$ cat config.mk
export PLATFORM = sky130hd
export DESIGN_NAME = ps2_cmd_sched
export DESIGN_NICKNAME = d
export VERILOG_FILES = /design/src/rtl/ps2_cmd_sched.sv
export SDC_FILE = /design/constraint.sdc
export NUM_CORES = 1
export LEC_CHECK = 0
export BUFFER_PORTS_ARGS = -buffer_cell sky130_fd_sc_hd__buf_2
export CAP_MARGIN = 20
export CORE_MARGIN = 4
export CORE_UTILIZATION = 45
export DETAILED_ROUTE_END_ITERATION = 16
export GPL_TIMING_DRIVEN = 0
export PLACE_DENSITY = 0.77
export SLEW_MARGIN = 40
export SYNTH_ARGS = -nofsm -noshare
export SYNTH_HDL_FRONTEND = slang
export SYNTH_SLANG_ARGS = --single-unit
$ cat constraint.sdc
create_clock -name CLOCK_50 -period 1.6 [get_ports CLOCK_50]
set_input_delay 0.16 -clock CLOCK_50 [delete_from_list [all_inputs] [get_ports CLOCK_50]]
set_output_delay 0.16 -clock CLOCK_50 [all_outputs]
set_load 0.005 [all_outputs]
$ cat src/rtl/ps2_cmd_sched.sv
// PS/2 host-to-keyboard command scheduler: two-requester arbitration, transmit framing, response handling.
// Optional PS2_CMD_TIMEOUT_EN adds a no-progress abort in SEND and WAIT_RESP.
module ps2_cmd_sched #(
  parameter int INHIBIT_CYC = 5000,
  parameter int TIMEOUT_CYC = 750000,
  parameter int MAX_RETRY   = 3
) (
  input  logic       CLOCK_50,
  input  logic       RESET_N,
  input  logic [1:0] req,
  input  logic [7:0] cmd0,
  input  logic [7:0] cmd1,
  output logic [1:0] done,
  output logic [1:0] err,
  output logic       busy,
  input  logic       PS2_CLK,
  input  logic       PS2_DAT,
  output logic       ps2_clk_oe,
  output logic       ps2_dat_oe,
  input  logic       rx_valid,
  input  logic [7:0] rx_data,
  output logic       rx_inhibit
);

  localparam int IW = $clog2(INHIBIT_CYC + 1);
  localparam int RW = $clog2(MAX_RETRY + 2);

  typedef enum logic [2:0] {
    IDLE, INHIBIT, RTS, SEND, WAIT_RESP, DONE, FAIL
  } state_t;

  state_t          state_q, state_d;
  logic [2:0]      clk_sync_q;
  logic [1:0]      dat_sync_q;
  logic            fall, dat_s;
  logic            rr_q, rr_d;
  logic            gnt_q, gnt_d;
  logic [7:0]      cmd_q, cmd_d;
  logic [IW-1:0]   inh_q, inh_d;
  logic [RW-1:0]   retry_q, retry_d;
  logic [3:0]      idx_q, idx_d;
  logic            dat_q, dat_d;

`ifdef PS2_CMD_TIMEOUT_EN
  localparam int TW = $clog2(TIMEOUT_CYC + 1);
  logic [TW-1:0]   to_q, to_d;
  logic            to_expired;
  assign to_expired = (to_q == '0);
`endif

  // [0],[1] synchronise; [2] holds the previous synchronised clock level
  always_ff @(posedge CLOCK_50 or negedge RESET_N) begin
    if (!RESET_N) begin
      clk_sync_q <= '1;
      dat_sync_q <= '1;
    end else begin
      clk_sync_q <= {clk_sync_q[1:0], PS2_CLK};
      dat_sync_q <= {dat_sync_q[0], PS2_DAT};
    end
  end

  assign fall  = clk_sync_q[2] & ~clk_sync_q[1];
  assign dat_s = dat_sync_q[1];

  always_ff @(posedge CLOCK_50 or negedge RESET_N) begin
    if (!RESET_N) begin
      state_q <= IDLE;
      rr_q    <= 1'b1;
      gnt_q   <= 1'b0;
      cmd_q   <= '0;
      inh_q   <= '0;
      retry_q <= '0;
      idx_q   <= '0;
      dat_q   <= 1'b0;
`ifdef PS2_CMD_TIMEOUT_EN
      to_q    <= '0;
`endif
    end else begin
      state_q <= state_d;
      rr_q    <= rr_d;
      gnt_q   <= gnt_d;
      cmd_q   <= cmd_d;
      inh_q   <= inh_d;
      retry_q <= retry_d;
      idx_q   <= idx_d;
      dat_q   <= dat_d;
`ifdef PS2_CMD_TIMEOUT_EN
      to_q    <= to_d;
`endif
    end
  end

  always_comb begin
    state_d = state_q;
    rr_d    = rr_q;
    gnt_d   = gnt_q;
    cmd_d   = cmd_q;
    inh_d   = inh_q;
    retry_d = retry_q;
    idx_d   = idx_q;
    dat_d   = dat_q;
`ifdef PS2_CMD_TIMEOUT_EN
    to_d    = to_q;
`endif
    unique case (state_q)
      IDLE: begin
        if (req != 2'b00) begin
          // rr only moves on contention, so a lone request never disturbs fairness
          if (req == 2'b11) begin
            gnt_d = ~rr_q;
            rr_d  = ~rr_q;
          end else begin
            gnt_d = req[1];
          end
          cmd_d   = gnt_d ? cmd1 : cmd0;
          inh_d   = IW'(INHIBIT_CYC - 1);
          state_d = INHIBIT;
        end
      end
      INHIBIT: begin
        if (inh_q == '0) begin
          state_d = RTS;
        end else begin
          inh_d = inh_q - IW'(1);
        end
      end
      RTS: begin
        idx_d   = '0;
        dat_d   = 1'b1;
        state_d = SEND;
`ifdef PS2_CMD_TIMEOUT_EN
        to_d    = TW'(TIMEOUT_CYC);
`endif
      end
      SEND: begin
        if (fall) begin
          idx_d = idx_q + 4'd1;
`ifdef PS2_CMD_TIMEOUT_EN
          to_d  = TW'(TIMEOUT_CYC);
`endif
          if (idx_q < 4'd8) begin
            dat_d = ~cmd_q[idx_q[2:0]];
          end else if (idx_q == 4'd8) begin
            dat_d = ^cmd_q;
          end else if (idx_q == 4'd9) begin
            dat_d = 1'b0;
          end else begin
            state_d = dat_s ? FAIL : WAIT_RESP;
          end
        end
`ifdef PS2_CMD_TIMEOUT_EN
        else if (to_expired) begin
          state_d = FAIL;
        end else begin
          to_d = to_q - TW'(1);
        end
`endif
      end
      WAIT_RESP: begin
        if (rx_valid) begin
          if (rx_data == 8'hFA) begin
            state_d = DONE;
          end else if (rx_data == 8'hFE && retry_q < RW'(MAX_RETRY)) begin
            retry_d = retry_q + RW'(1);
            inh_d   = IW'(INHIBIT_CYC - 1);
            state_d = INHIBIT;
          end else begin
            state_d = FAIL;
          end
        end
`ifdef PS2_CMD_TIMEOUT_EN
        else if (to_expired) begin
          state_d = FAIL;
        end else begin
          to_d = to_q - TW'(1);
        end
`endif
      end
      DONE, FAIL: begin
        retry_d = '0;
        state_d = IDLE;
      end
      default: state_d = IDLE;
    endcase
`ifdef PS2_CMD_TIMEOUT_EN
    if (state_d == WAIT_RESP && state_q == SEND) begin
      to_d = TW'(TIMEOUT_CYC);
    end
`endif
  end

  always_comb begin
    done = '0;
    err  = '0;
    if (state_q == DONE) done[gnt_q] = 1'b1;
    if (state_q == FAIL) err[gnt_q]  = 1'b1;
  end

  assign busy       = (state_q != IDLE);
  assign ps2_clk_oe = (state_q == INHIBIT);
  assign ps2_dat_oe = (state_q == RTS) | ((state_q == SEND) & dat_q);
  assign rx_inhibit = (state_q == INHIBIT) | (state_q == RTS) | (state_q == SEND);

endmodule

## Word level (Yosys, flattened, before mapping)

Cells that the tools add are included.

| storage, ports and cells | value |
|---|---|
| register bits | 39 |
| logic and storage cells | 104 |

| operators by class | value |
|---|---|
| add/sub/neg operators | 3 |
| order comparisons | 5 |
| equal/unequal tests | 22 |
| muxes and demuxes | 38 |
| bitwise operators | 8 |
| reductions and logical operators | 18 |

Operators with widths:

| operator | count |
|---|---|
| $mux 13 | 5 |
| $pmux 13 s3 | 1 |
| $mux 3 | 12 |
| $ne 2x2->1 const B | 9 |
| $eq 8x8->1 const B | 2 |
| $pmux 3 s5 | 1 |
| $logic_not 13->1 | 1 |
| $sub 13x1->13 const B | 1 |
| $eq 3x3->1 const B | 3 |
| $mux 1 | 9 |
| $eq 4x4->1 const B | 2 |
| $mux 8 | 1 |
| $pmux 4 s2 | 1 |
| $reduce_xor 8->1 | 1 |
| $reduce_and 7->1 | 1 |
| $eq 3x2->1 const B | 2 |
| $mux 2 | 3 |
| $pmux 3 s2 | 1 |
| $reduce_and 3->1 | 2 |
| $reduce_and 6->1 | 1 |
| $reduce_bool 2->1 | 3 |
| $reduce_bool 3->1 | 2 |
| $add 4x1->4 const B | 1 |
| $lt 3x4->1 const B | 1 |
| other kinds (21) | 28 |

## Depth between registers and ports, before layout

| logic depth | value |
|---|---|
| depth after elaboration | 6 |
| mapped depth | 7 |
| mapped depth without buffers | 7 |

## Worst setup path before layout

Ideal clock, no wire load.

| path | value |
|---|---|
| path type | register -> register |
| start point | reg inh_q[4] |
| end point | reg inh_q[8] |
| arrival time | 1461 ps |
| slack | 5 ps |
| stages on the path, launching flop included | 6 |
| path buffers | 1 |
| cells stage by stage | dfrtp_1 -> or3_4 -> o31ai_4 -> and2_4 -> buf_8 -> o31ai_2 |

| on the way | value |
|---|---|
| word-level cells in the longest chain between the ends | 3 |
| elaborated cells between the ends (all ways) | 6 |
| classes of those cells | add/sub (1); eq/ne (1); mux (2); reduce/logical (2) |

Ends and longest elaborated chain:

| element | RTL line | text |
|---|---|---|
| start: declaration | 39 | `logic [IW-1:0] inh_q, inh_d;` |
| start signal: assignment | 83 | `inh_q <= inh_d;` |
| $sub 13x1->13 or $logic_not 13->1 (tied branches) | 124, 121 |  |
| $mux 13 or $ne 2x2->1 (tied branches) | - |  |
| $pmux 13 s3 or $reduce_and 6->1 (tied branches) | - |  |

Parallel ways exist; a longest one is shown, timed or not. The select of a mux whose other input is x is not followed.
A chain may end at the register's enable or synchronous reset.

## Final worst setup path

| path | value |
|---|---|
| start point | reg inh_q[5] |
| end point | reg inh_q[3] |

| on the way | value |
|---|---|
| word-level cells in the longest chain between the ends | 3 |

Ends and longest elaborated chain:

| element | RTL line | text |
|---|---|---|
| $logic_not 13->1 | 121 | `if (inh_q == '0) begin` |
| $ne 2x2->1 (no source line) | - |  |
| $reduce_and 6->1 (no source line) | - |  |

No other way between the ends.

==> qor.yml <==
fin_crit_ps: 1640
max_freq_ghz: 0.609
vias: 2038
seqPwrFrac: 0.337
relSlewSlack: 0.622
cap_violations: 0
synth.top_cell.area_share: 0.363
vdd_drop_max_mv: 0.739
p_comb_frac: 0.542
yosysWarnings: 0
p_leak_nw: 1.33
cp-end-kind: "flop"
power_switching_share: 0.416
crit_type: "reg -> reg"
numPortBuffers: 38
final_cell_mix: "38 x buf_2, 27 x dfrtp_1, 26 x buf_4, 22 x nor2_1, 19 x nand2_1"
powerDensity_mw_per_mm2: 1700
diodes: 0
synth-async-reset-ratio: 1.00
cts-buffers-inserted: 5
ys_seq_area_frac: 0.432
grt_start_max_net_pins: 40
required_ps: 1770
tightest_slew_ps: 553
finalSetupViolCount: 6
rsz0062_at_grt: "true"
cp.arrival_ps: 1810
cts_root_buffer: "clkbuf_8"
synth_area_mm2: 0.00227
cts.sinks: 39
fillers: 385
io_pins: 39
fin_nets: 338
grt_pass1_vias: 1951
dr.first_iter.drc_count: 126
postSynthCellCount: 230
fin_ws_ps: -41.7
p_int_mw: 2.95
cts.htree.levels: 2
status: "finished, violations left"
areaGrowthSynthToFinish_pct: 30.8
drive_gt1_frac: 0.409
die_h_um: 79.1
synth_top_area_cell: "dfrtp_1"
clk_latency_ps: 290
synth.net_count: 267
finalClockSkew_ps: 12.9
hold_viol_final: 0
period_share: 1.03
drt_wl_total_um: 5600
grt_overflow: 0
violations: "setup timing"
routed_via_density: 5.54
p_clk_frac: 0.122
globalplace.congestion: 0.829
hp-class: "in -> reg"
grt.total_usage: 0.176
fin_util: 0.618
yosys_register_bits: 39
core_mm2: 0.00482
antenna_found_initial: 0
rows: 25
path_clk_slew_ps: 70
dp_hpwl_um: 3530
p_sw_mw: 2.10
fp.dieW_um: 79.1
cts_buffer_depth: 2
first_pass_iters: 4
power.total_mw: 5.06
drv_slew: 0
route.detailed.drc: 0
synthDistinctLibCells: 51
initial_core_util: 0.472
cp_max_fo: 5
synth-edff-count: 0
die_area_mm2: 0.00626
wl_per_cell_um: 15.2
cts_tree: "done"
mostFrequentLayoutCell: "buf_2"
final_antenna_net_count: 0
grt_pass1_wl_um: 8830
avgSynthCellArea_um2: 9.89
crit_path_start_kind: "flop"
synth_ff_type: "dfrtp_1"
ys_top_cells_by_area: "dfrtp_1 36%, dfstp_2 6.9%, nor2_1 4.1%"
## path summary, 6_finish.rpt
check / start / endpoint / slack [ps] / cells after the start
worst max-delay path: inh_q[5]$_DFFE_PN0P_ / inh_q[3]$_DFFE_PN0P_ / -40 / 5
worst min-delay path: req[1] / rr_q$_DFFE_PN1P_ / 150 / 3
worst max register to register: inh_q[5]$_DFFE_PN0P_ / inh_q[3]$_DFFE_PN0P_ / -40 / 5
worst min register to register: dat_sync_q[0]$_DFF_PN1_ / dat_sync_q[1]$_DFF_PN1_ / 360 / 0
max in group asynchronous: RESET_N / inh_q[3]$_DFFE_PN0P_ / 820 / 2
min in group asynchronous: RESET_N / cmd_q[2]$_DFFE_PN0P_ / 400 / 2
## metal layers
metal / up-vias / GRT usage / wire (µm) / part of all wire
li1: 972 / - / - / -
met1: 987 / 0.243 / 2540 / 0.45
met2: 64 / 0.279 / 2670 / 0.48
met3: 15 / 0.0340 / 261 / 0.047
met4: 0 / 0.0584 / 125 / 0.022
met5: - / 0 / 0 / 0
## registers in the layout (all words and copies together) (netlist names)
name,cells
clk_sync_q,3
gnt_q,1
state_q,3
retry_q,3
cmd_q,8
dat_q,1
rr_q,1
idx_q,4
inh_q,13
dat_sync_q,2
## power by group through the flow
stage               clock, mW  combinational, mW  sequential (mW)
floorplan                   0               1.60             1.62
global placement            0               1.99             1.68
detailed placement          0               2.04             1.70
CTS                     0.641               2.41             1.69
global route            0.665               2.99             1.75
finish                  0.614               2.74             1.70
## through the flow
step           instance area [µm²]  hold WS, ps  worst slack [ps]  instances  setup TNS, ps
2_1_floorplan                 2270         -136              4.80        230              0
3_3_place_gp                  2550          266              -218        335          -3350
3_5_place_dp                  2550          158              -224        335          -3520
4_1_cts                       2840          140             -43.8        358           -182
5_1_grt                       2980          160              -116        368          -1300
6_report                      2980          147             -41.7        368           -124
## cell usage after synthesis, types with 3 or more instances
cell type and n:
a21o_1 5, a21oi_1 18, a31oi_1 5, clkbuf_1 3, dfrtp_1 33, dfstp_2 6, ha_1 6, inv_1 10
mux2i_1 9, nand2_1 21, nand3_1 8, nor2_1 25, nor3_1 8, o21a_1 3, o21ai_0 8, o31ai_1 7
o31ai_2 4, xnor2_1 8, xor2_1 3
## cell families after synthesis
logic type,share of synthesized area
multiplexers,0.0644
XOR/XNOR,0.0424
AND/OR/NAND/NOR,0.198
buffers and inverters,0.0374
AO/OA/AOI/OAI,0.193
adder cells (fa/ha/maj),0.0330
flip-flops,0.432
## layout make-up
type	count	area [µm²]	share of cell area
timing repair buffer	64	399	0.134
multi-input combinational	174	1340	0.452
tap	67	83.8	0.0282
buffer	6	40.0	0.0135
clock buffer	7	76.3	0.0257
inverter	11	41.3	0.0139
sequential	39	991	0.333
## critical path, cell delays in order (launching register included)
cell and delay (ps):
dfrtp_1 380, or3_4 440, o31ai_4 340, buf_6 170
a21oi_2 40, a21o_1 160
## what timing repair did
action                     4_1_cts  5_1_grt
hold endpoints to repair        35        0
setup endpoints to repair       31       30
pin swaps                       15        5
setup buffers                   13       10
resized for setup               27       19
gates cloned                     1        0
hold buffers                     3        0
Power figures use the tool's default switching activity.
